==> src/rtl/mmio_byte_streamer_pkg.sv <==
// -----------------------------------------------------------------------------
// mmio_byte_streamer_pkg
// Shared definitions for the MMIO byte streamer: bus width, register offsets
// relative to BASE_ADDR, STATUS bit positions, transmitter state encoding and
// a helper that assembles the STATUS word.
// -----------------------------------------------------------------------------
package mmio_byte_streamer_pkg;

    localparam int BIT_WIDTH = 32;

    localparam logic [BIT_WIDTH-1:0] TXDATA_OFS = 32'd0;
    localparam logic [BIT_WIDTH-1:0] STATUS_OFS = 32'd1;

    localparam int ST_EMPTY_BIT = 0;
    localparam int ST_FULL_BIT  = 1;
    localparam int ST_BUSY_BIT  = 2;
    localparam int ST_OVF_BIT   = 3;
    localparam int ST_COUNT_LSB = 8;

    typedef enum logic [2:0] {
        S_IDLE   = 3'd0,
        S_SETUP  = 3'd1,
        S_STROBE = 3'd2,
        S_HOLD   = 3'd3,
        S_DONE   = 3'd4
    } tx_state_e;

    function automatic int max3(input int a, input int b, input int c);
        int m;
        m = a;
        if (b > m) m = b;
        if (c > m) m = c;
        return m;
    endfunction

    function automatic logic [BIT_WIDTH-1:0] pack_status(
        input logic [7:0] count,
        input logic       ovf,
        input logic       busy,
        input logic       full,
        input logic       empty
    );
        logic [BIT_WIDTH-1:0] s;
        s = '0;
        s[ST_COUNT_LSB +: 8] = count;
        s[ST_OVF_BIT]        = ovf;
        s[ST_BUSY_BIT]       = busy;
        s[ST_FULL_BIT]       = full;
        s[ST_EMPTY_BIT]      = empty;
        return s;
    endfunction

endpackage

==> src/rtl/mmio_byte_streamer_if.sv <==
// -----------------------------------------------------------------------------
// mmio_byte_streamer_if
// CPU-side memory-mapped bus as seen by the byte streamer.
//   AddressBus  : word address from the CPU
//   DataBusOut  : CPU write data (streamer uses [7:0])
//   MemWriteEn  : write strobe
//   MemReadEn   : read strobe
//   RdData      : registered read data from the peripheral
//   RdValid     : RdData holds a hit for this peripheral
// master = CPU side, slave = peripheral side.
// -----------------------------------------------------------------------------
interface mmio_byte_streamer_if;
    import mmio_byte_streamer_pkg::*;

    logic [BIT_WIDTH-1:0] AddressBus;
    logic [BIT_WIDTH-1:0] DataBusOut;
    logic                 MemWriteEn;
    logic                 MemReadEn;
    logic [BIT_WIDTH-1:0] RdData;
    logic                 RdValid;

    modport master (
        output AddressBus, DataBusOut, MemWriteEn, MemReadEn,
        input  RdData, RdValid
    );

    modport slave (
        input  AddressBus, DataBusOut, MemWriteEn, MemReadEn,
        output RdData, RdValid
    );

endinterface

==> src/rtl/mmio_byte_streamer_byte_fifo.sv <==
// -----------------------------------------------------------------------------
// mmio_byte_streamer_byte_fifo
// Synchronous 8-bit FIFO, DEPTH entries (power of two, >= 2).
//   clk      : system clock
//   rst      : asynchronous active-low reset (empties the FIFO)
//   i_push   : write i_data (caller only pushes when not full or popping)
//   i_pop    : advance the read pointer (caller only pops when not empty)
//   i_data   : byte to write
//   o_data   : byte at the head of the FIFO
//   o_full   : FIFO full
//   o_empty  : FIFO empty
//   o_count  : number of stored bytes
// -----------------------------------------------------------------------------
module mmio_byte_streamer_byte_fifo #(
    parameter int DEPTH = 16
) (
    input  logic                       clk,
    input  logic                       rst,
    input  logic                       i_push,
    input  logic                       i_pop,
    input  logic [7:0]                 i_data,
    output logic [7:0]                 o_data,
    output logic                       o_full,
    output logic                       o_empty,
    output logic [$clog2(DEPTH):0]     o_count
);

    localparam int AW = $clog2(DEPTH);

    logic [7:0]  r_mem [DEPTH];
    logic [AW:0] r_wr_ptr;
    logic [AW:0] r_rd_ptr;

    always_ff @(posedge clk or negedge rst) begin
        if (!rst) begin
            r_wr_ptr <= '0;
            r_rd_ptr <= '0;
        end else begin
            if (i_push) r_wr_ptr <= r_wr_ptr + 1'b1;
            if (i_pop)  r_rd_ptr <= r_rd_ptr + 1'b1;
        end
    end

    // Storage needs no reset: the pointers alone define what is valid.
    always_ff @(posedge clk) begin
        if (i_push) r_mem[r_wr_ptr[AW-1:0]] <= i_data;
    end

    // Extra pointer MSB distinguishes full from empty when the indices match.
    assign o_data  = r_mem[r_rd_ptr[AW-1:0]];
    assign o_empty = (r_wr_ptr == r_rd_ptr);
    assign o_full  = (r_wr_ptr[AW] != r_rd_ptr[AW]) &&
                     (r_wr_ptr[AW-1:0] == r_rd_ptr[AW-1:0]);
    assign o_count = r_wr_ptr - r_rd_ptr;

endmodule

==> src/rtl/mmio_byte_streamer.sv <==
// -----------------------------------------------------------------------------
// mmio_byte_streamer
// Memory-mapped byte transmitter. The CPU writes bytes to TXDATA
// (BASE_ADDR); they are queued in a FIFO and sent on an 8-bit parallel port
// with a data-qualified strobe. A 0x00 byte ends a frame and produces a
// one-cycle frame_done pulse after its hold time.
//   clk          : system clock
//   rst          : asynchronous active-low reset
//   bus          : CPU bus (slave modport)
//   port_data    : byte on the parallel port
//   port_strobe  : byte-valid strobe
//   frame_done   : one-cycle pulse after a null byte finishes
//   busy         : transmitter active or bytes queued
//
// state    | meaning
// ---------+--------------------------------------------------------
// S_IDLE   | waiting for a queued byte; port_data keeps last byte
// S_SETUP  | new byte on port_data, strobe low
// S_STROBE | strobe high
// S_HOLD   | strobe low, data still held
// S_DONE   | null byte finished, frame_done high for one cycle
// -----------------------------------------------------------------------------
module mmio_byte_streamer
    import mmio_byte_streamer_pkg::*;
#(
    parameter logic [31:0] BASE_ADDR     = 32'h0000_0400,
    parameter int          FIFO_DEPTH    = 16,
    parameter int          SETUP_CYCLES  = 2,
    parameter int          STROBE_CYCLES = 4,
    parameter int          HOLD_CYCLES   = 2
) (
    input  logic                  clk,
    input  logic                  rst,
    mmio_byte_streamer_if.slave   bus,
    output logic [7:0]            port_data,
    output logic                  port_strobe,
    output logic                  frame_done,
    output logic                  busy
);

    localparam int AW      = $clog2(FIFO_DEPTH);
    localparam int CNT_MAX = max3(SETUP_CYCLES, STROBE_CYCLES, HOLD_CYCLES);
    localparam int CW      = (CNT_MAX > 1) ? $clog2(CNT_MAX) : 1;

    tx_state_e            r_state;
    tx_state_e            w_state_nxt;
    logic [CW-1:0]        r_cnt;
    logic [CW-1:0]        w_cnt_nxt;
    logic [7:0]           r_port_data;
    logic [7:0]           w_data_nxt;
    logic                 r_strobe;
    logic                 w_strobe_nxt;
    logic                 r_ovf;
    logic [BIT_WIDTH-1:0] r_rd_data;
    logic                 r_rd_valid;

    logic                 w_hit_tx;
    logic                 w_hit_st;
    logic                 w_push_req;
    logic                 w_push_ok;
    logic                 w_pop;
    logic                 w_ovf_set;
    logic                 w_ovf_clr;
    logic [7:0]           w_head;
    logic                 w_full;
    logic                 w_empty;
    logic [AW:0]          w_count;
    logic [BIT_WIDTH-1:0] w_status;
    logic                 w_unused;

    assign w_hit_tx   = (bus.AddressBus == BASE_ADDR + TXDATA_OFS);
    assign w_hit_st   = (bus.AddressBus == BASE_ADDR + STATUS_OFS);
    assign w_push_req = bus.MemWriteEn & w_hit_tx;
    // A full FIFO still accepts a byte when the FSM pops in the same cycle.
    assign w_push_ok  = w_push_req & (~w_full | w_pop);
    assign w_ovf_set  = w_push_req & ~w_push_ok;
    assign w_ovf_clr  = bus.MemWriteEn & w_hit_st;
    assign w_unused   = &{1'b0, bus.DataBusOut[BIT_WIDTH-1:8]};

    mmio_byte_streamer_byte_fifo #(
        .DEPTH (FIFO_DEPTH)
    ) u_fifo (
        .clk     (clk),
        .rst     (rst),
        .i_push  (w_push_ok),
        .i_pop   (w_pop),
        .i_data  (bus.DataBusOut[7:0]),
        .o_data  (w_head),
        .o_full  (w_full),
        .o_empty (w_empty),
        .o_count (w_count)
    );

    always_ff @(posedge clk or negedge rst) begin
        if (!rst) begin
            r_state     <= S_IDLE;
            r_cnt       <= '0;
            r_port_data <= '0;
            r_strobe    <= 1'b0;
        end else begin
            r_state     <= w_state_nxt;
            r_cnt       <= w_cnt_nxt;
            r_port_data <= w_data_nxt;
            r_strobe    <= w_strobe_nxt;
        end
    end

    always_comb begin
        w_state_nxt  = r_state;
        w_cnt_nxt    = r_cnt;
        w_data_nxt   = r_port_data;
        w_strobe_nxt = r_strobe;
        w_pop        = 1'b0;
        case (r_state)
            S_IDLE: begin
                if (!w_empty) begin
                    w_pop       = 1'b1;
                    w_data_nxt  = w_head;
                    w_cnt_nxt   = CW'(SETUP_CYCLES - 1);
                    w_state_nxt = S_SETUP;
                end
            end
            S_SETUP: begin
                if (r_cnt == '0) begin
                    w_strobe_nxt = 1'b1;
                    w_cnt_nxt    = CW'(STROBE_CYCLES - 1);
                    w_state_nxt  = S_STROBE;
                end else begin
                    w_cnt_nxt = r_cnt - CW'(1);
                end
            end
            S_STROBE: begin
                if (r_cnt == '0) begin
                    w_strobe_nxt = 1'b0;
                    w_cnt_nxt    = CW'(HOLD_CYCLES - 1);
                    w_state_nxt  = S_HOLD;
                end else begin
                    w_cnt_nxt = r_cnt - CW'(1);
                end
            end
            S_HOLD: begin
                if (r_cnt == '0) begin
                    w_state_nxt = (r_port_data == 8'h00) ? S_DONE : S_IDLE;
                end else begin
                    w_cnt_nxt = r_cnt - CW'(1);
                end
            end
            S_DONE: begin
                w_state_nxt = S_IDLE;
            end
            default: begin
                w_state_nxt  = S_IDLE;
                w_strobe_nxt = 1'b0;
                w_cnt_nxt    = '0;
            end
        endcase
    end

    // Set wins over a simultaneous clear.
    always_ff @(posedge clk or negedge rst) begin
        if (!rst) begin
            r_ovf <= 1'b0;
        end else if (w_ovf_set) begin
            r_ovf <= 1'b1;
        end else if (w_ovf_clr) begin
            r_ovf <= 1'b0;
        end
    end

    assign w_status = pack_status(8'(w_count), r_ovf, busy, w_full, w_empty);

    always_ff @(posedge clk or negedge rst) begin
        if (!rst) begin
            r_rd_data  <= '0;
            r_rd_valid <= 1'b0;
        end else begin
            r_rd_valid <= bus.MemReadEn & (w_hit_tx | w_hit_st);
            if (bus.MemReadEn & w_hit_st) begin
                r_rd_data <= w_status;
            end else if (bus.MemReadEn & w_hit_tx) begin
                r_rd_data <= '0;
            end
        end
    end

    assign bus.RdData  = r_rd_data;
    assign bus.RdValid = r_rd_valid;
    assign port_data   = r_port_data;
    assign port_strobe = r_strobe;
    assign frame_done  = (r_state == S_DONE);
    assign busy        = (r_state != S_IDLE) | ~w_empty;

endmodule
==> src/flat_wrapper.sv <==
// flat-port wrapper written by rule: the top's interface ports become plain ports
module mmio_byte_streamer_flat import mmio_byte_streamer_pkg::*;
#(
    parameter logic [31:0] BASE_ADDR     = 32'h0000_0400,
    parameter int          FIFO_DEPTH    = 16,
    parameter int          SETUP_CYCLES  = 2,
    parameter int          STROBE_CYCLES = 4,
    parameter int          HOLD_CYCLES   = 2
)
  (clk, rst, port_data, port_strobe, frame_done, busy, bus_AddressBus, bus_DataBusOut, bus_MemWriteEn, bus_MemReadEn, bus_RdData, bus_RdValid);
  mmio_byte_streamer_if bus_i ();
  input  logic clk;
  input  logic rst;
  output logic [7:0] port_data;
  output logic port_strobe;
  output logic frame_done;
  output logic busy;
  input wire logic [$bits(bus_i.AddressBus)-1:0] bus_AddressBus;
  input wire logic [$bits(bus_i.DataBusOut)-1:0] bus_DataBusOut;
  input wire logic [$bits(bus_i.MemWriteEn)-1:0] bus_MemWriteEn;
  input wire logic [$bits(bus_i.MemReadEn)-1:0] bus_MemReadEn;
  output wire logic [$bits(bus_i.RdData)-1:0] bus_RdData;
  output wire logic [$bits(bus_i.RdValid)-1:0] bus_RdValid;
  assign bus_i.AddressBus = bus_AddressBus;
  assign bus_i.DataBusOut = bus_DataBusOut;
  assign bus_i.MemWriteEn = bus_MemWriteEn;
  assign bus_i.MemReadEn = bus_MemReadEn;
  assign bus_RdData = bus_i.RdData;
  assign bus_RdValid = bus_i.RdValid;
  mmio_byte_streamer #(.BASE_ADDR(BASE_ADDR), .FIFO_DEPTH(FIFO_DEPTH), .SETUP_CYCLES(SETUP_CYCLES), .STROBE_CYCLES(STROBE_CYCLES), .HOLD_CYCLES(HOLD_CYCLES)) u_core (.clk(clk), .rst(rst), .bus(bus_i), .port_data(port_data), .port_strobe(port_strobe), .frame_done(frame_done), .busy(busy));
endmodule
==> config.mk <==
export PLATFORM = sky130hd
export DESIGN_NAME = mmio_byte_streamer_flat
export DESIGN_NICKNAME = d
export VERILOG_FILES = /design/src/rtl/mmio_byte_streamer_pkg.sv /design/src/rtl/mmio_byte_streamer_if.sv /design/src/rtl/mmio_byte_streamer_byte_fifo.sv /design/src/rtl/mmio_byte_streamer.sv /design/src/flat_wrapper.sv
export SDC_FILE = /design/constraint.sdc
export NUM_CORES = 1
export LEC_CHECK = 0
export ABC_CLOCK_PERIOD_IN_PS = 3400
export BUFFER_PORTS_ARGS = -buffer_cell sky130_fd_sc_hd__buf_4
export CAP_MARGIN = 20
export CORE_ASPECT_RATIO = 1.5
export CORE_MARGIN = 2
export CORE_UTILIZATION = 50
export DETAILED_ROUTE_END_ITERATION = 10
export PLACE_DENSITY_LB_ADDON = 0.15
export SETUP_SLACK_MARGIN = 0.3
export SLEW_MARGIN = 20
export SYNTH_ARGS = -nofsm -noshare
export SYNTH_HDL_FRONTEND = slang
export SYNTH_SLANG_ARGS = --single-unit
==> constraint.sdc <==
create_clock -name clk -period 3.4 [get_ports clk]
set_input_delay 0.17 -clock clk [delete_from_list [all_inputs] [get_ports clk]]
set_output_delay 0.17 -clock clk [all_outputs]
set_load 0.1 [all_outputs]
== Yosys cells after proc, flatten, opt, wreduce, memory -nomap -nowiden ==
Memory sizes are Yosys's and may differ from the RTL's. A register that Yosys moved wholly into a read port is not among the register bits.
Index checks and enable logic that the tools add are counted.

* Input bits: 68
* Memory bits (writable): 128
* Word-level logic and storage cells: 77
* Output and inout bits: 44
* Register bits: 50
* Memories: 1

{| class="wikitable"
|+ Memory list
! memory !! words !! bits a word !! rd ports !! clocked after memory_dff !! wr ports !! RTL line !! text
|-
| u_core.u_fifo.r_mem || 16 || 8 || 1 || 1 || 1 || mmio_byte_streamer_byte_fifo.sv:30 || <nowiki>logic [7:0] r_mem [DEPTH];</nowiki>
|}

* Muxes and demuxes: 22
* Reductions and logical operators: 13
* Add/sub/neg operators: 4
* Equal/unequal tests: 14
* Bitwise operators: 15

{| class="wikitable"
|+ Operator list
! operator !! number
|-
| equality test 32 x 11 -> 1 bit (second input constant) || 2
|-
| two-way mux 32 bit || 2
|-
| two-way mux 3 bit || 5
|-
| case mux 3 bit (4 select lines) || 1
|-
| adder 5 x 1 -> 5 bit (second input constant) || 2
|-
| case mux 2 bit (5 select lines) || 1
|-
| zero test 8 bit || 1
|-
| two-way mux 1 bit || 8
|-
| two-way mux 2 bit || 4
|-
| AND 1 bit || 7
|-
| equality test 3 x 2 -> 1 bit (second input constant) || 2
|-
| != test 2 x 1 -> 1 bit (second input constant) || 3
|-
| AND reduction 3 bit || 2
|-
| equality test 5 bit || 1
|-
| inverter 1 bit || 5
|-
| subtractor 5 bit || 1
|-
| equality test 4 bit || 1
|-
| != test 2 bit (second input constant) || 2
|-
| AND reduction 4 bit || 1
|-
| nonzero test 2 bit || 2
|-
| equality test 3 x 1 -> 1 bit (second input constant) || 1
|-
| equality test 3 bit (second input constant) || 1
|-
| zero test 3 bit || 1
|-
| OR 1 bit || 3
|-
| 9 further kinds || 9
|}

== Depth between registers and ports, before layout ==
Gate-level depths: netlist of the first run.

* Depth in word-level cells: 8
* Mapped depth: 9
* Mapped depth without buffers: 7

== By module ==
A second synthesis of the first run with hierarchy kept.

* Cell total of the unflattened synthesis: 445
* Area, all modules: 7,120.6 um^2

{| class="wikitable"
|+ Modules (own cells, without submodules)
! module !! instances !! seq. area each (um^2) !! area an instance (um^2) !! cells each
|-
| mmio_byte_streamer_byte_fifo || 1 || 4,093.9 || 5,651.7 || 299
|-
| mmio_byte_streamer || 1 || 625.6 || 1,468.9 || 146
|}

== Worst setup path before layout of the first run ==
Ideal clock, no wire load.

* Path kind: reg-to-reg
* Start point: register u_core.u_fifo.r_rd_ptr[3]
* End point: memory u_core.u_fifo.r_mem[10][0], enable pin
* Path buffers: 3
* Setup slack: 853 ps
* Stages on the path, launching flop included: 10
* Data required time: 3,068 ps
* Arrival: 2,215 ps
* Library setup time: 332 ps
* Clock period less this slack: 2,547 ps
* Cell sequence: dfrtp_1 clkbuf_1 clkbuf_1 inv_1 ha_1 nand4_1 nor3_2 nor4_4 buf_6 and3_1

* Cells in the longest elaborated chain, start to end: 7
* Elaborated cells between the ends (all ways): 10
* Classes of those cells: 2 x eq/ne; 4 x mux; 3 x bitwise; 1 x reduce/logical

{| class="wikitable"
|+ RTL lines
! item !! RTL line !! text
|-
| start: declaration || mmio_byte_streamer_byte_fifo.sv:32 || <nowiki>logic [AW:0] r_rd_ptr;</nowiki>
|-
| start signal: assignment || mmio_byte_streamer_byte_fifo.sv:40 || <nowiki>if (i_pop) r_rd_ptr <= r_rd_ptr + 1'b1;</nowiki>
|-
| equality test 5 bit / equality test 4 bit (equally long branches) || mmio_byte_streamer_byte_fifo.sv:51, mmio_byte_streamer_byte_fifo.sv:53 ||
|-
| two-way mux 1 bit / logical AND 1 bit (equally long branches) || mmio_byte_streamer.sv:116, mmio_byte_streamer_byte_fifo.sv:52 ||
|-
| two-way mux 1 bit / inverter 1 bit (equally long branches) || mmio_byte_streamer.sv:114, mmio_byte_streamer.sv:75 ||
|-
| OR 1 bit (*) || mmio_byte_streamer.sv:75 || <nowiki>assign w_push_ok = w_push_req & (~w_full | w_pop);</nowiki>
|-
| AND 1 bit (*) || mmio_byte_streamer.sv:75 ||
|-
| two-way mux 1 bit (*) || mmio_byte_streamer_byte_fifo.sv:46 || <nowiki>if (i_push) r_mem[r_wr_ptr[AW-1:0]] <= i_data;</nowiki>
|-
| two-way mux 1 bit (implied by the code) (*) || mmio_byte_streamer_byte_fifo.sv:46 ||
|-
| end: declaration || mmio_byte_streamer_byte_fifo.sv:30 ||
|}

Every way passes the cells marked *; elsewhere a longest branch is shown, timed or not.

== Worst setup path after layout of the first run ==
* Start point: register u_core.u_fifo.r_wr_ptr[3]
* End point: memory u_core.u_fifo.r_mem[0][0], enable pin

* Cells in the longest elaborated chain, start to end: 7
* Elaborated cells between the ends (all ways): 10
* Classes of those cells: 2 x eq/ne; 4 x mux; 3 x bitwise; 1 x reduce/logical

{| class="wikitable"
|+ RTL lines
! item !! RTL line !! text
|-
| start: declaration || mmio_byte_streamer_byte_fifo.sv:31 || <nowiki>logic [AW:0] r_wr_ptr;</nowiki>
|-
| start signal: assignment || mmio_byte_streamer_byte_fifo.sv:39 || <nowiki>if (i_push) r_wr_ptr <= r_wr_ptr + 1'b1;</nowiki>
|-
| equality test 5 bit / equality test 4 bit (equally long branches) || mmio_byte_streamer_byte_fifo.sv:51, mmio_byte_streamer_byte_fifo.sv:53 ||
|-
| two-way mux 1 bit / logical AND 1 bit (equally long branches) || mmio_byte_streamer.sv:116, mmio_byte_streamer_byte_fifo.sv:52 ||
|-
| two-way mux 1 bit / inverter 1 bit (equally long branches) || mmio_byte_streamer.sv:114, mmio_byte_streamer.sv:75 ||
|-
| OR 1 bit || mmio_byte_streamer.sv:75 ||
|-
| AND 1 bit || mmio_byte_streamer.sv:75 ||
|-
| two-way mux 1 bit || mmio_byte_streamer_byte_fifo.sv:46 ||
|-
| two-way mux 1 bit (implied by the code) || mmio_byte_streamer_byte_fifo.sv:46 ||
|}

Parallel ways exist; a longest one is shown, timed or not.

==> results of run 1 <==
[worst max-delay path: cells and delay by family, from the launching register on]
| family | cells | cell delay, ps |
|---|---|---|
| flip-flops | 1 | 500 |
| adder cells (fa/ha/maj) | 1 | 400 |
| AND/OR/NAND/NOR | 4 | 1530 |
[per-layer routing]
metal / GRT usage / up-vias
li1: - / 1955
met4: 0.0827 / 0
met3: 0.0546 / 25
met2: 0.380 / 132
met5: 0 / -
met1: 0.241 / 2080
[layout by cell type, fill, tap and decap left out, drive strengths merged, types with 13 or more instances in the layout]
| master | n |
|---|---|
| conb | 23 |
| dfrtp | 35 |
| mux2i | 40 |
| buf | 72 |
| o22ai | 17 |
| a31oi | 16 |
| mux2 | 13 |
| inv | 14 |
| nor2 | 21 |
| clkbuf | 19 |
| edfxtp | 128 |
[sequential cells by signal, summed over array words and instances, names as in the netlist]
name	flops
u_core.bus.RdData	9
u_core.bus.RdValid	1
u_core.port_data	8
u_core.port_strobe	1
u_core.r_cnt	2
u_core.r_ovf	1
u_core.r_state	3
u_core.u_fifo.r_mem	128
u_core.u_fifo.r_rd_ptr	5
u_core.u_fifo.r_wr_ptr	5
[logic make-up (layout without fill, tap and decap cells)]
| logic type | after synthesis | after routing | share of synthesized area |
|---|---|---|---|
| AND/OR/NAND/NOR | 96 | 96 | 0.0938 |
| buffers and inverters | 60 | 117 | 0.0489 |
| AO/OA/AOI/OAI | 75 | 75 | 0.0717 |
| adder cells (fa/ha/maj) | 12 | 12 | 0.0217 |
| other | 1 | 23 | 0.000517 |
| XOR/XNOR | 10 | 10 | 0.0131 |
| flip-flops | 163 | 163 | 0.650 |
| multiplexers | 61 | 61 | 0.100 |
[power groups by stage]
stage | Combinational, uW | Sequential, uW | Clock (uW)
floorplan | 189 | 2630 | 0
global placement | 700 | 2290 | 0
detailed placement | 706 | 2290 | 0
CTS | 707 | 2250 | 1850
global route | 727 | 2250 | 1940
finish | 703 | 2250 | 1830
[path summary, 6_finish.rpt]
check	endpoint	slack, ps	depth (start not counted)
max	u_core.u_fifo.r_mem[0][0]	600	5
min	u_core.u_fifo.r_mem[2][0]	60	1
max reg2reg	u_core.u_fifo.r_mem[0][0]	600	5
min reg2reg	u_core.bus.RdData[1]	500	1
max in group asynchronous	u_core.u_fifo.r_rd_ptr[1]	2770	2
min in group asynchronous	u_core.r_ovf	250	2
[per-stage QoR]
step	setup slack, ps	instance area, sq um	utilization	hold WS, ps
floorplan	853	7340	-	-126
global placement	732	7810	0.553	167
detailed placement	623	7810	0.553	171
CTS	610	8400	0.595	49.2
global route	473	8400	0.595	56.8
finish	598	8400	0.595	57.4
[repair_timing]
action | 4_1_cts | 5_1_grt
resized for setup | 0 | 0
hold endpoints to repair | 36 | 0
setup buffers | 0 | 0
hold buffers | 2 | 0
[cell type report]
class / count / area, sq um
fill: 1095 / 5720
tap: 192 / 240
clock buffer: 19 / 443
timing repair buffer: 74 / 561
sequential: 163 / 4720
clock inverter: 13 / 128
inverter: 11 / 41.3
multi-input combinational: 277 / 2270
==> metrics.md, run 1 <==
| Metric | Value |
|---|---|
| Largest incremental delay on the critical path | `between 600 and 700 ps` |
| Average vias per placed instance | `around 5.6` |
| Number of DRC markers after the initial detailed-route iteration | `250` |
| Antenna-violating nets left | `0` |
| Setup crit end kind | `flip-flop` |
| Final setup violating endpoints | `0` |
| Mapped Cells | `between 400 and 500` |
| Internal power component | `3370 uW` |
| Remaining max-slew budget at the tightest pin | `0.506` |
| Clock Root Buffer | `sky130_fd_sc_hd__clkbuf_16` |
| Power Total | `~4800 uW` |
| Share of power burned in the clock network | `0.383` |
| Commonest register cell after synthesis | `sky130_fd_sc_hd__edfxtp_1` |
| Number of cell rows | `between 50 and 60` |
| Most common cell in the synthesized netlist | `sky130_fd_sc_hd__edfxtp_1` |
| Most numerous cell types in the synthesized netlist | `sky130_fd_sc_hd__edfxtp_1 (128), sky130_fd_sc_hd__mux2i_1 (40), sky130_fd_sc_hd__dfrtp_1 (35)` |
| Critical Path Fanout Max | `14` |
| Wirelength per Cell | `20.2 microns` |
| Syn_area_per_cell | `approximately 15 sq um` |
| Largest net degree at the start of global routing | `46` |
| Worst-margin pin slew | `around 740 ps` |
| Final count of hold timing violations | `0` |
| Final worst path period need | `approximately 2800 ps` |
| Sw power | `between 1000 and 1500 uW` |
| Chip Width | `around 100 microns` |
| Inserted Diodes | `0` |
| Cell type contributing the most total cell area after synthesis | `sky130_fd_sc_hd__edfxtp_1` |
| Result of the run | `completed` |
| Detailed-routed wire length on met2 | `between 8000 and 9000 microns` |
| Synthesized flop and latch total | `about 160` |
| Unrepaired setup endpoints after global routing | `no` |
| Maximum buffer depth of the clock tree | `2` |
| Worst-path cell chain | `ha_1 > nand4_1 > nor3_2 > nor4_4 > and3_1` |
| Sw Ratio | `0.296` |
| DR pass1 iterations | `4` |
| First-pass GRT wire length | `~24,000 microns` |
| DRC Markers | `0` |
| Category of the critical setup timing path | `reg -> reg` |
| Start point of the critical path | `u_core.u_fifo.r_wr_ptr[3]` |
| H-tree levels | `4` |
| Initial antenna violation count | `0` |
| Worst reg2reg path startpoint | `u_core.u_fifo.r_wr_ptr[3]` |
| Overall routed net length | `around 15,000 microns` |
| Metal-1 WL | `between 5000 and 6000 microns` |
| Static leakage | `~0.0031 uW` |
| Starting utilization of the core area | `0.514` |
| Number of placed I/O pins | `112` |
| Type of the worst min-delay path | `in -> reg` |
| Met3 routed WL | `around 730 microns` |
| Placer congestion estimate | `~0.77` |
| Cell types with the largest area share after synthesis | `sky130_fd_sc_hd__edfxtp_1 (53%), sky130_fd_sc_hd__dfrtp_1 (12%), sky130_fd_sc_hd__mux2i_1 (5.5%)` |
| Placed Cells | `around 700` |
| Global-route total usage across every layer | `0.212` |
| Via count of the routed design | `about 4.2k` |
| Clk sink count | `roughly 160` |
| Clk_skew | `11.8 ps` |
| Total Die Area | `~16,000 sq um` |
| Vias in the first global route | `4,395` |
| Worst-path clk slew | `approximately 70 ps` |
| Count of distinct cell types in the synthesized netlist | `57` |
| Uppermost routed layer | `met4` |
| Count of flip-flops with a built-in enable after synthesis | `about 130` |
| Clock latency on the worst-skew pair | `approximately 430 ps` |
| Count of input and output buffers | `64` |
| Area fraction of the dominant cell type after synthesis | `0.529` |
| Share of power burned in registers | `0.470` |
| Number of standard cells in the layout, taps in and fillers out | `749` |
| Nets | `roughly 620` |
| Core Area | `14,100 sq um` |
| Type of element launching the critical path | `flip-flop` |
| Relative contribution of combinational cells to total power | `0.147` |
| Part of the cycle the worst path needs | `0.824` |
| Launch instance of the worst min-delay path | `bus_DataBusOut[0]` |
| CTS tree | `done` |
| Sum Neg Setup Slack | `0 ps` |
| Data required time at the worst endpoint | `around 3500 ps` |
| Max Freq | `between 300 and 400 MHz` |
| HPWL reported at the end of detailed placement | `10,100 microns` |
| Die Ht | `between 150 and 200 microns` |
| Share of post-route cells with drive strength above 1 | `0.253` |
| CTS Buf Count | `17` |
| Async set-or-reset flop fraction in the synthesized netlist | `0.215` |
| Highest-delay cell along the critical path | `sky130_fd_sc_hd__and3_1` |
| Synthesis warning total | `0` |
| Leftover overflow at the end of global routing | `0` |
| Max-cap violation count | `0` |
| Synthesized area | `7260 sq um` |
| Endpoint arrival time on the critical path | `roughly 2900 ps` |
| Growth of design area from synthesis to finish | `15.7%` |
| Maximum vdd drop | `~350 uV` |
| Power per Cell Area | `between 500 and 600 nW/um^2` |
| Post-synthesis sequential area ratio | `0.650` |
| Pins over their slew limit | `0` |
No activity file was read; power rests on OpenSTA's default activity.
==> run 2, diff against run 1 <==
- ABC_AREA: unset -> 1
- ABC_CLOCK_PERIOD_IN_PS: 3400 -> 2700
- clock period: 3.4 -> 2.7 ns (I/O delays scaled with it)
==> run 2 against run 1 <==
Critical path depth up 5. Design area increased by 6.7%. Count of clock-buffer cells in the layout fell by 2. Utilization barely moved. Maximum frequency grew 27%. Critical path type unchanged. Largest power group unchanged.
==> metrics.md, run 2 <==
| Metric | Value |
|---|---|
| Number of cell rows | `55` |
| Power per Cell Area | `around 600 nW/um^2` |
| Clock latency on the worst-skew pair | `between 400 and 500 ps` |
| Chip Width | `between 100 and 150 microns` |
| Total cell area at the placement stage | `roughly 8300 sq um` |
| Critical Path Fanout Max | `10` |
| DRC Markers | `0` |
| Post-synthesis sequential area ratio | `0.616` |
| Total Die Area | `roughly 16,000 sq um` |
| Antenna-violating nets left | `0` |
| Filler Cell Count | `1,320` |
| Static leakage | `roughly 0.004 uW` |
| Launch instance of the worst min-delay path | `bus_MemReadEn` |
| Pins over their slew limit | `0` |
| Count of flip-flops with a built-in enable after synthesis | `128` |
| Most common cell in the synthesized netlist | `sky130_fd_sc_hd__nand2_1` |
| Async set-or-reset flop fraction in the synthesized netlist | `0.215` |
| Number of standard cells in the layout, taps in and fillers out | `roughly 1.1k` |
| Compound-Gate Fraction of Synth Area | `0.0165` |
| Mapped Cells | `approximately 800` |
| Maximum vdd drop | `between 400 and 500 uV` |
| Final setup slack of the worst path | `490 ps` |
| Type of element launching the critical path | `flip-flop` |
| Reg2Reg Capture Point | `u_core.u_fifo.r_mem[15][2]` |
| Final standard cell area without fillers | `approximately 9000 sq um` |
| Initial antenna violation count | `0` |
| Unrepaired setup endpoints after global routing | `no` |
| Setup bufs post-CTS | `0` |
| Overall routed net length | `around 17,000 microns` |
| Leftover overflow at the end of global routing | `0` |
| DR pass1 iterations | `4` |
| Endpoint arrival time on the critical path | `roughly 2300 ps` |
| Die Ht | `around 160 microns` |
| Growth of design area from synthesis to finish | `16.9%` |
| Worst hold path depth | `3` |
| CTS Buf Count | `17` |
| HPWL reported at the end of detailed placement | `12,000 microns` |
| Cell types with the largest area share after synthesis | `sky130_fd_sc_hd__edfxtp_1 (50%), sky130_fd_sc_hd__nand2_1 (13%), sky130_fd_sc_hd__dfrtp_1 (11%)` |
| Nets | `960` |
| Global-route total usage across every layer | `0.218` |
| Area used by multi-input combinational logic | `between 2000 and 2500 sq um` |
| Starting utilization of the core area | `0.509` |
| Max FFs per register | `128` |
| Number of DRC markers after the initial detailed-route iteration | `between 200 and 300` |
| Placer congestion estimate | `roughly 0.9` |
| Largest net degree at the start of global routing | `76` |
| XOR/XNOR share of the synthesized area | `0.0135` |
| Max Freq | `453 MHz` |
| Highest-delay cell along the critical path | `sky130_fd_sc_hd__dfrtp_1` |
| Cell type contributing the most total cell area after synthesis | `sky130_fd_sc_hd__edfxtp_1` |
| Register-to-Register Setup Slack | `a little under 500 ps` |
| Worst-path cell chain | `inv_2 > ha_1 > nand2_2 > nor2_4 > inv_1 > nor2_2 > nand2_4 > nand3_2 > nor2_2 > buf_4` |
| CTS tree | `done` |
| Final worst path period need | `about 2200 ps` |
| Synthesized flop and latch total | `around 160` |
| Vias in the first global route | `roughly 5.5k` |
| Part of the cycle the worst path needs | `0.818` |
| Post-synthesis simple-gate area fraction | `0.256` |
| Number of buffers and inverters on the critical path | `3` |
| Data required time at the worst endpoint | `between 2000 and 3000 ps` |
| Most common library cell in the layout ignoring fill and taps | `sky130_fd_sc_hd__nand2_1` |
| Register area | `between 4000 and 5000 sq um` |
| Worst reg2reg path startpoint | `u_core.u_fifo.r_rd_ptr[2]` |
| Largest incremental delay on the critical path | `390 ps` |
| First-pass GRT wire length | `about 27,000 microns` |
| Via count of the routed design | `approximately 5.5k` |
| Post-Place Worst Slack | `between 100 and 150 ps` |
| End-of-flow core utilization | `0.595` |
| Type of the worst min-delay path | `in -> reg` |
| Number of placed I/O pins | `around 110` |
| Most frequent cells in the layout | `sky130_fd_sc_hd__nand2_1 (258), sky130_fd_sc_hd__edfxtp_1 (128), sky130_fd_sc_hd__nor2_1 (103)` |
| Depth of the most critical reg-to-reg path | `10` |
| Clk sink count | `163` |
| Core Area | `roughly 15,000 sq um` |
| Area fraction of the dominant cell type after synthesis | `0.501` |
| Clk_skew | `10.0 ps` |
| Path length in cells of the critical path | `10` |
| Inserted Diodes | `0` |
| Clock Root Buffer | `sky130_fd_sc_hd__clkbuf_16` |
| Sum Neg Setup Slack | `0 ps` |
| Result of the run | `completed` |
| Final setup violating endpoints | `0` |
| CP top delay family | `simple AND/OR/NAND/NOR gates` |
| End point of the worst hold path | `u_core.bus.RdData[9]` |
| Count of distinct cell types in the synthesized netlist | `34` |
| Share of cell area taken by muxes after synthesis | `0` |
| Share of post-route cells with drive strength above 1 | `0.157` |
| Post-synthesis adder-cell area fraction | `0.0206` |
| Max-cap violation count | `0` |
| Placed Cells | `roughly 1.1k` |
| Largest family of logic cells by synthesized area | `simple AND/OR/NAND/NOR gates` |
| Synthesized area | `roughly 7700 sq um` |
| Wirelength per Cell | `~16 microns` |
| Setup crit end kind | `flip-flop` |
| Worst-margin pin slew | `~640 ps` |
| Category of the critical setup timing path | `reg -> reg` |
| Maximum buffer depth of the clock tree | `2` |
| Commonest register cell after synthesis | `sky130_fd_sc_hd__edfxtp_1` |
| Average vias per placed instance | `5.04` |
| Remaining max-slew budget at the tightest pin | `0.574` |
| Worst-path clk slew | `about 70 ps` |
| Cell type with the highest occurrence count on the critical path | `sky130_fd_sc_hd__nor2_2` |
| H-tree levels | `4` |
| Synthesis warning total | `0` |
| Final count of hold timing violations | `0` |
| Most numerous cell types in the synthesized netlist | `sky130_fd_sc_hd__nand2_1 (260), sky130_fd_sc_hd__edfxtp_1 (128), sky130_fd_sc_hd__nor2_1 (105)` |
| Syn_area_per_cell | `9.57 sq um` |
| Count of input and output buffers | `64` |
run 2: cell types whose count changed in the layout (fill, tap and decap cells not counted), moves of 17 or more:
cell and delta:
sky130_fd_sc_hd__nand3_1 +79, sky130_fd_sc_hd__nand2_1 +248, sky130_fd_sc_hd__inv_1 +58, sky130_fd_sc_hd__mux2i_1 -40
sky130_fd_sc_hd__o22ai_1 -17, sky130_fd_sc_hd__nor2_1 +82
run 2: kinds of logic (layout without fill, tap and decap cells):
| logic type | count (synthesis) | count (layout) |
|---|---|---|
| flip-flops | 163 | 163 |
| AO/OA/AOI/OAI | 23 | 23 |
| buffers and inverters | 124 | 194 |
| other | 1 | 23 |
| XOR/XNOR | 11 | 11 |
| adder cells (fa/ha/maj) | 12 | 12 |
| AND/OR/NAND/NOR | 467 | 467 |
run 2: how the worst max path moves through the flow:
stage	startpoint	end	slack, ps
6_report	u_core.u_fifo.r_rd_ptr[2]	u_core.u_fifo.r_mem[15][2]	490
5_1_grt	u_core.u_fifo.r_rd_ptr[2]	u_core.u_fifo.r_mem[15][5]	350
4_1_cts	u_core.u_fifo.r_rd_ptr[2]	u_core.u_fifo.r_mem[4][0]	330
3_5_place_dp	u_core.u_fifo.r_rd_ptr[2]	u_core.u_fifo.r_mem[15][2]	110
3_3_place_gp	u_core.u_fifo.r_rd_ptr[2]	u_core.u_fifo.r_mem[15][2]	150
2_1_floorplan	u_core.u_fifo.r_rd_ptr[1]	u_core.u_fifo.r_mem[5][0]	250
run 2: report_power, final:
part	internal (uW)	switching, uW
Sequential	2710	3.45
Combinational	59.1	265
Clock	1310	1050
Total	4080	1320
run 2: worst min-delay path, cell delays in order:
cell and delay [ps]:
sky130_fd_sc_hd__buf_4 150, sky130_fd_sc_hd__nand3b_1 80, sky130_fd_sc_hd__nand2_1 50
run 2: layout make-up:
class	instances	share of cell area
inverter	72	0.0302
sequential	163	0.527
timing repair buffer	90	0.0761
multi-input combinational	536	0.274
clock inverter	15	0.0173
tap	199	0.0278
clock buffer	17	0.0475
run 2: through the flow:
stage | power (uW) | hold WS (ps)
CTS | 5450 | 26.3
global route | 5570 | 37.6
detailed placement | 3100 | 113
floorplan | 3010 | -161
finish | 5410 | 30.7
global placement | 3090 | 108
run 2: layer usage:
metal / vias to the layer above / part of all wire / track usage
met5: - / 0 / 0
met4: 0 / 0.027 / 0.0800
met3: 30 / 0.053 / 0.0405
met2: 179 / 0.54 / 0.404
met1: 2588 / 0.38 / 0.247
li1: 2710 / - / -
run 2: timing repair:
action,4_1_cts,5_1_grt
hold endpoints to repair,35,0
hold buffers,1,0
gates resized for setup,2,4
endpoints found under the setup margin,24,72
==> run 3, diff against run 2 <==
- ABC_CLOCK_PERIOD_IN_PS: 2700 -> 1950
- clock period: 2.7 -> 1.95 ns (I/O delays scaled with it)
==> run 3 against run 2 <==
Wire length grew 23%. Die area did not move. Critical endpoint is now u_core.u_fifo.r_mem[3][7]. Largest power group unchanged. Sequential power up 38%.
==> metrics.md, run 3 (synthesis gave the netlist of run 2 again) <==
| Metric | Value |
|---|---|
| Result of the run | `completed` |
| Max-cap violation count | `0` |
| Final count of hold timing violations | `0` |
| CTS Buf Count | `17` |
| Nets | `about 1.0k` |
| Core Area | `roughly 15,000 sq um` |
| Overall routed net length | `around 21,000 microns` |
| Vias in the first global route | `6,212` |
| End point of the worst hold path | `u_core.r_ovf` |
| Part of the cycle the worst path needs | `1.00` |
| Data required time at the worst endpoint | `~2100 ps` |
| HPWL reported at the end of detailed placement | `12,400 microns` |
| Clock latency on the worst-skew pair | `~440 ps` |
| Global-route total usage across every layer | `0.258` |
| Chip Width | `105 microns` |
| Depth of the most critical reg-to-reg path | `10` |
| Clock Root Buffer | `sky130_fd_sc_hd__clkbuf_16` |
| Max FFs per register | `between 100 and 150` |
| Starting utilization of the core area | `0.509` |
| First-pass GRT wire length | `31,900 microns` |
| Worst hold path depth | `3` |
| Total Die Area | `around 16,000 sq um` |
| Number of cell rows | `55` |
| Remaining max-slew budget at the tightest pin | `0.612` |
| Antenna-violating nets left | `0` |
| Die Ht | `156 microns` |
| Reg2Reg Capture Point | `u_core.u_fifo.r_mem[3][7]` |
| Inserted Diodes | `0` |
| Endpoint arrival time on the critical path | `2070 ps` |
| Leftover overflow at the end of global routing | `0` |
| Critical Path Fanout Max | `8` |
| Worst-path clk slew | `about 70 ps` |
| CTS tree | `done` |
| Max Freq | `approximately 510 MHz` |
| Final worst path period need | `1950 ps` |
| Share of post-route cells with drive strength above 1 | `0.345` |
| Most frequent cells in the layout | `sky130_fd_sc_hd__nand2_1 (220), sky130_fd_sc_hd__edfxtp_1 (128), sky130_fd_sc_hd__buf_4 (104)` |
| DRC Markers | `0` |
| Power per Cell Area | `approximately 720 nW/um^2` |
| Average vias per placed instance | `between 5 and 6` |
| Power Total | `between 7000 and 8000 uW` |
| Most common library cell in the layout ignoring fill and taps | `sky130_fd_sc_hd__nand2_1` |
| Type of element launching the critical path | `flip-flop` |
| Worst reg2reg path startpoint | `u_core.u_fifo.r_wr_ptr[1]` |
| Wirelength per Cell | `18.3 microns` |
| Category of the critical setup timing path | `reg -> reg` |
| Number of DRC markers after the initial detailed-route iteration | `between 400 and 500` |
| Placer congestion estimate | `about 0.93` |
| Number of placed I/O pins | `roughly 110` |
| Via count of the routed design | `around 6.1k` |
| Worst-margin pin slew | `about 580 ps` |
| Cell type with the highest occurrence count on the critical path | `sky130_fd_sc_hd__nor2_4` |
| Clk sink count | `about 160` |
| H-tree levels | `4` |
| DR pass1 iterations | `7` |
| Unrepaired setup endpoints after global routing | `yes` |
| Count of input and output buffers | `64` |
| Largest incremental delay on the critical path | `around 420 ps` |
| Highest-delay cell along the critical path | `sky130_fd_sc_hd__dfrtp_1` |
| Pins over their slew limit | `0` |
| End-of-flow core utilization | `0.698` |
| Growth of design area from synthesis to finish | `37.2%` |
| Setup crit end kind | `flip-flop` |
| Static leakage | `~0.0045 uW` |
| Type of the worst min-delay path | `in -> reg` |
| Maximum vdd drop | `roughly 500 uV` |
| Largest net degree at the start of global routing | `36` |
| Clk_skew | `approximately 16 ps` |
| Maximum buffer depth of the clock tree | `2` |
| Launch instance of the worst min-delay path | `bus_MemWriteEn` |
| Final setup violating endpoints | `0` |
| Register-to-Register Setup Slack | `roughly 0.45 ps` |
| Worst-path cell chain | `ha_4 > nand2_4 > nor2_4 > inv_2 > nor2_2 > nand2_2 > buf_12 > nand4_1 > buf_4 > nor2_4` |
| Initial antenna violation count | `0` |
run 3: cell count changes in the layout (fill, tap and decap cells not counted), moves of 10 or more:
cell	change
sky130_fd_sc_hd__buf_6	+13
sky130_fd_sc_hd__buf_4	+16
sky130_fd_sc_hd__buf_12	+12
sky130_fd_sc_hd__nand3_1	-26
sky130_fd_sc_hd__nor2_1	-50
sky130_fd_sc_hd__nor2_4	+24
sky130_fd_sc_hd__nand2_2	+33
sky130_fd_sc_hd__nor2_2	+26
sky130_fd_sc_hd__buf_16	+10
sky130_fd_sc_hd__nand2_1	-38
sky130_fd_sc_hd__nand3_2	+25
run 3: how the worst max path moves through the flow:
| stage | from | to | slack, ps | depth (start not counted) |
|---|---|---|---|---|
| finish | u_core.u_fifo.r_wr_ptr[1] | u_core.u_fifo.r_mem[3][7] | 0.5 | 10 |
| global route | u_core.u_fifo.r_rd_ptr[1] | u_core.u_fifo.r_mem[3][3] | -100 | 11 |
| CTS | u_core.u_fifo.r_rd_ptr[2] | u_core.u_fifo.r_mem[3][6] | -2 | 11 |
| detailed placement | u_core.u_fifo.r_wr_ptr[0] | u_core.u_fifo.r_mem[3][2] | -70 | 11 |
| global placement | u_core.u_fifo.r_wr_ptr[3] | u_core.u_fifo.r_mem[11][7] | -60 | 10 |
| floorplan | u_core.u_fifo.r_rd_ptr[1] | u_core.u_fifo.r_mem[11][0] | -190 | 12 |
run 3: worst max-delay path: cells and delay by family (launching register included):
family	cells	cell delay, ps
and+or+nand+nor	6	580
adders and majority gates	1	270
buffers and inverters	3	380
DFF	1	420
run 3: routing by layer:
layer  wire (microns)  GRT usage  up-vias
li1                 -          -     2828
met1             7900      0.293     2938
met4              733      0.104        0
met2            11400      0.471      247
met3             1060     0.0547       55
met5                0          0        -
run 3: power breakdown:
part	switching [uW]	internal [uW]	leakage, uW	total (uW)
logic	378	93.0	0.00258	471
registers	5.03	3760	0.00164	3760
clock network	1530	1820	0.000290	3350
total	1920	5670	0.00451	7590
run 3: through the flow:
step / worst slack, ps / std cells / area, sq um / TNS, ps / hold WS [ps]
CTS: -1.58 / 1138 / 10200 / -6.47 / 8.58
floorplan: -195 / 823 / 7890 / -18570 / -198
global route: -101 / 1150 / 10500 / -4820 / 24.0
finish: 0.451 / 1150 / 10500 / 0 / 19.3
global placement: -61.7 / 1075 / 8630 / -1820 / 73.8
detailed placement: -69.2 / 1075 / 8630 / -3170 / 77.6
run 3: repair_timing:
item | in CTS | in global routing
pin swaps | 70 | 56
buffers inserted | 18 | 11
hold endpoints to repair | 41 | 0
gates resized for setup | 126 | 64
cloned | 11 | 1
endpoints found under the setup margin | 152 | 154
hold buffers | 2 | 0
run 3: final cells by class:
class / count / area (sq um)
Sequential cell: 163 / 4720
Fill cell: 1052 / 4550
Multi-Input combinational cell: 536 / 3060
Timing Repair Buffer: 148 / 1610
Clock buffer: 17 / 425
Inverter: 72 / 288
Tap cell: 199 / 249
Clock inverter: 15 / 164
